$ cat config.mk
export PLATFORM = sky130hd
export DESIGN_NAME = demux_rr_sequencer
export DESIGN_NICKNAME = d
export VERILOG_FILES = /design/src/rtl/demux_rr_sequencer.sv
export SDC_FILE = /design/constraint.sdc
export NUM_CORES = 1
export LEC_CHECK = 0
export ABC_CLOCK_PERIOD_IN_PS = 2000
export CAP_MARGIN = 20
export CORE_MARGIN = 2
export CORE_UTILIZATION = 50
export CTS_CLUSTER_DIAMETER = 100
export CTS_CLUSTER_SIZE = 24
export DETAILED_ROUTE_END_ITERATION = 8
export PLACE_DENSITY = 0.77
export SLEW_MARGIN = 40
export SYNTH_ARGS = -nofsm -noshare
export SYNTH_HDL_FRONTEND = slang
export SYNTH_SLANG_ARGS = --single-unit
$ cat constraint.sdc
create_clock -name clk -period 2 [get_ports clk]
set_input_delay 0.2 -clock clk [delete_from_list [all_inputs] [get_ports clk]]
set_output_delay 0.2 -clock clk [all_outputs]
set_load 0.01 [all_outputs]
$ cat src/rtl/demux_rr_sequencer.sv
// Serial-to-demux feeder: bursts of BURST_LEN bits rotate round-robin
// across enabled channels, with a registered, backpressured output stage.
module demux_rr_sequencer #(
  parameter int BURST_LEN = 8,
  parameter int CNT_W     = 8
) (
  input  logic       clk,
  input  logic       rst,
  input  logic [3:0] ch_en,
  input  logic       in_data,
  input  logic       in_valid,
  output logic       in_ready,
  output logic       dout,
  output logic [1:0] S,
  output logic       out_valid,
  input  logic       out_ready,
  output logic       burst_done,
  output logic [1:0] cur_ch
);

  localparam logic [0:0] IDLE = 1'b0;
  localparam logic [0:0] RUN  = 1'b1;
  localparam logic [CNT_W-1:0] LAST = CNT_W'(BURST_LEN - 1);

  logic [0:0]       state;
  logic [CNT_W-1:0] cnt;
  logic             accept;
  logic             last;
  logic [1:0]       first_ch;
  logic [1:0]       next_ch;

  function automatic logic [1:0] lowest(input logic [3:0] en);
    logic [1:0] r;
    r = 2'd0;
    for (int i = 3; i >= 0; i--)
      if (en[i]) r = 2'(i);
    return r;
  endfunction

  // Search upward from cur_ch+1, wrapping; offset 4 lands back on cur_ch.
  function automatic logic [1:0] rotate(input logic [1:0] ch,
                                        input logic [3:0] en);
    logic [1:0] r;
    logic [1:0] idx;
    r = ch;
    for (int k = 4; k >= 1; k--) begin
      idx = ch + 2'(k);
      if (en[idx]) r = idx;
    end
    return r;
  endfunction

  assign first_ch = lowest(ch_en);
  assign next_ch  = rotate(cur_ch, ch_en);
  assign in_ready = (state == RUN) && (!out_valid || out_ready);
  assign accept   = in_valid && in_ready;
  assign last     = (cnt == LAST);

  always_ff @(posedge clk) begin
    if (rst) begin
      state      <= IDLE;
      cur_ch     <= 2'd0;
      cnt        <= '0;
      S          <= 2'd0;
      dout       <= 1'b0;
      out_valid  <= 1'b0;
      burst_done <= 1'b0;
    end else begin
      burst_done <= accept && last;
      if (accept) begin
        dout      <= in_data;
        S         <= cur_ch;
        out_valid <= 1'b1;
      end else if (out_ready) begin
        out_valid <= 1'b0;
      end
      case (state)
        IDLE: begin
          if (ch_en != 4'd0) begin
            state  <= RUN;
            cur_ch <= first_ch;
            cnt    <= '0;
          end
        end
        RUN: begin
          if (accept) begin
            if (last) begin
              cnt <= '0;
              if (ch_en == 4'd0) state <= IDLE;
              else cur_ch <= next_ch;
            end else begin
              cnt <= cnt + CNT_W'(1);
            end
          end
        end
        default: state <= IDLE;
      endcase
    end
  end

endmodule

==> results by group <==
Synthesis
  – Synth top area cells: dfxtp_1, nand2_1, a21oi_1
  – Yosys top cell by area: dfxtp_1
  – Ys Warns: 0
  – Mapped Nets: between 100 and 150
  – Synth Flop Type: dfxtp_1
  – Synth Cell Area: 922.1 um^2
  – Synth Register Bits: 16
  – Async set-reset flop share out of synthesis: 0%
  – Post-synth EDFFs: 0
  – Sequential fraction of the synthesis area: 34.74%
  – Yosys top cell area share: 34.74%
  – Synth cell types: 45
  – Post-Syn Instances: around 110
  – Mean Syn Cell Area: 8.618 um^2

Global routing
  – Total Routing Usage GR: a little over a fifth
  – First-pass GRT wire length: approximately 3400 um
  – Vias in the first global route: a little under 800
  – Global route overflow: 0
  – Initial antenna violation count: 0
  – Largest net degree at the start of global routing: 13

Hold path
  – HP Class: reg -> reg
  – Hold path cells: 2
  – Hold Path Origin: dout
  – Hold Path End: dout

Setup path
  – Crit. End Element: flop
  – CP Class: reg -> reg
  – Worst path required time: 2.16 ns
  – CP max FO: 8
  – Crit Reg-Reg Endpoint: cur_ch[0]
  – R2R setup slack: ~0.2 ns
  – Crit Reg-Reg Startpoint: cur_ch[0]
  – R2r worst-path depth: 5
  – CP Launch Type: flop
  – Arrival time worst endpoint: 1.96 ns

Route
  – Pre-antenna DRT Iters: 4
  – DRT Wirelength: 2077 um
  – Drt drc: 0
  – Detail Route Antenna Nets: 0
  – Vias per std cell: ~5.6
  – DR iter-0 viols: 15
  – Via count: roughly 870
  – Routed length per instance: 13.31 um

Cells and area
  – Antenna cells: 0
  – Layout area overhead: 29.44%
  – Most frequent cells in the layout: dfxtp_1, clkdlybuf4s50_1, nand2_1
  – Core Util, Final: 69.13%
  – Finished Cell Area: 1194 um^2
  – Share of cells above drive strength 1: 19.08%
  – Fill cell count: 149
  – Nets: between 100 and 150

Clock tree
  – H-tree Lvls: 1
  – CTS Hold Buffers Added: 0
  – Num Clock Sinks: 16
  – Worst-Skew Late Latency: roughly 0.28 ns
  – Post-CTS sizing: 0
  – TritonCTS clock tree: built
  – Clk slew on worst S/H paths: around 0.090 ns
  – Root Driver: clkbuf_4
  – Clk buf depth: 2
  – Post-CTS setup buffer count: 0
  – CTS buffer count: 3

STA
  – F_max: 555.8 MHz
  – RSZ-0062 raised after global routing: false
  – Hold Slack: 0.4663 ns
  – Worst Tran Pin Value: 0.4083 ns
  – Relative slew margins: 72.55%
  – Fin crit period: 1.799 ns
  – Final Slew Violations: 0
  – # setup viols final: 0
  – Fraction of the cycle the final worst path needs: about nine tenths
  – Final Hold Fails: 0
  – Clock skew: 0.002460 ns

Placement
  – GP Congestion: 0.7766
  – Port Buf Inserts: 16
  – Cell Area, Placed: 1157 um^2
  – Dpl hpwl: 1575 um

Die
  – Core Box Area: 1727 um^2
  – Io pins: 17
  – DIE AREA: 2204 um^2
  – Initial core utilization: 53.41%
  – Die height: 46.95 um
  – Die X: around 47 um
  – Row count: 15

Outcome
  – Status: complete, no violations

Flow run
  – Max Cap Violations: 0

Pwr
  – Power per cell area: 579.4 nW/um^2
  – Maximum VDD drop: 0.4781 mV
  – Lkg Pwr: 0.0004351 uW
-- Yosys cell counts (2+ instances only) --
| library cell | number |
|---|---|
| clkbuf_1 | 2 |
| o21ai_0 | 5 |
| dfxtp_1 | 16 |
| a211oi_1 | 2 |
| o2111ai_1 | 3 |
| a21oi_1 | 8 |
| nor2_1 | 10 |
| nor4_2 | 2 |
| and2_1 | 3 |
| nand2_1 | 11 |
| nand3_1 | 2 |
| xor2_1 | 4 |
| inv_1 | 5 |
| nand3b_1 | 3 |
-- kinds of logic after synthesis --
family                   Yosys count  share of synthesized area [%]
flip-flops                        16                          34.74
buffers and inverters             10                          4.613
adder cells (fa/ha/maj)            1                          1.357
AND/OR/NAND/NOR                   44                          28.77
XOR/XNOR                           5                          4.749
AO/OA/AOI/OAI                     29                          23.47
multiplexers                       2                          2.307
-- critical path, stage by stage, from the launching register on --
cell	delay, ns
dfxtp_1	0.47
or3b_4	0.43
o32ai_2	0.24
nor4_2	0.09
a211oi_1	0.36
a211oi_2	0.09
-- where the power goes --
part	leakage, uW	switching, uW	internal (uW)
clock network	0.0000210	96.8	111
registers	0.000130	10.3	329
logic	0.000284	71.5	73.4
total	0.000435	179	513
-- per-layer routing --
metal  vias to the layer above  wire length, um  GRT usage (%)
met5                         -                0              0
met4                         0               17          6.667
met3                         2               52          3.462
met2                        13             1045          38.36
met1                       416              961          27.40
li1                        440                -              -
-- state kept, by name (all words and copies together), names as in the netlist --
register,count
burst_done,1
out_valid,1
S,2
cur_ch,2
state,1
cnt,8
dout,1
-- stage by stage --
stage / worst slack, ns / instances / power [uW] / setup TNS (ns)
6_report: 0.2009 / 156 / 691.6 / 0
5_1_grt: 0.03727 / 156 / 719.8 / 0
4_1_cts: 0.2152 / 156 / 698.9 / 0
3_5_place_dp: -0.08000 / 152 / 490.5 / -0.08000
3_3_place_gp: 0.01917 / 152 / 486.0 / 0
2_1_floorplan: 0.4556 / 107 / 423.1 / 0
-- how the worst max path moves through the flow --
stage / cells after the start / from / to
detailed placement: 6 / ch_en[2] / cur_ch[0]
global placement: 6 / ch_en[2] / cur_ch[0]
CTS: 5 / cur_ch[0] / cur_ch[0]
global route: 6 / cnt[0] / cur_ch[0]
finish: 5 / cur_ch[0] / cur_ch[0]
floorplan: 5 / cur_ch[0] / cur_ch[0]
-- final cells by class --
cell class | instances | area [um^2] | area share [%]
inverter | 5 | 18.77 | 1.572
tap | 25 | 31.28 | 2.621
clock buffer | 4 | 36.28 | 3.040
multi-input combinational | 81 | 559.3 | 46.86
sequential | 16 | 320.3 | 26.83
timing repair buffer | 25 | 227.7 | 19.08
Power figures use the tool's default switching activity.
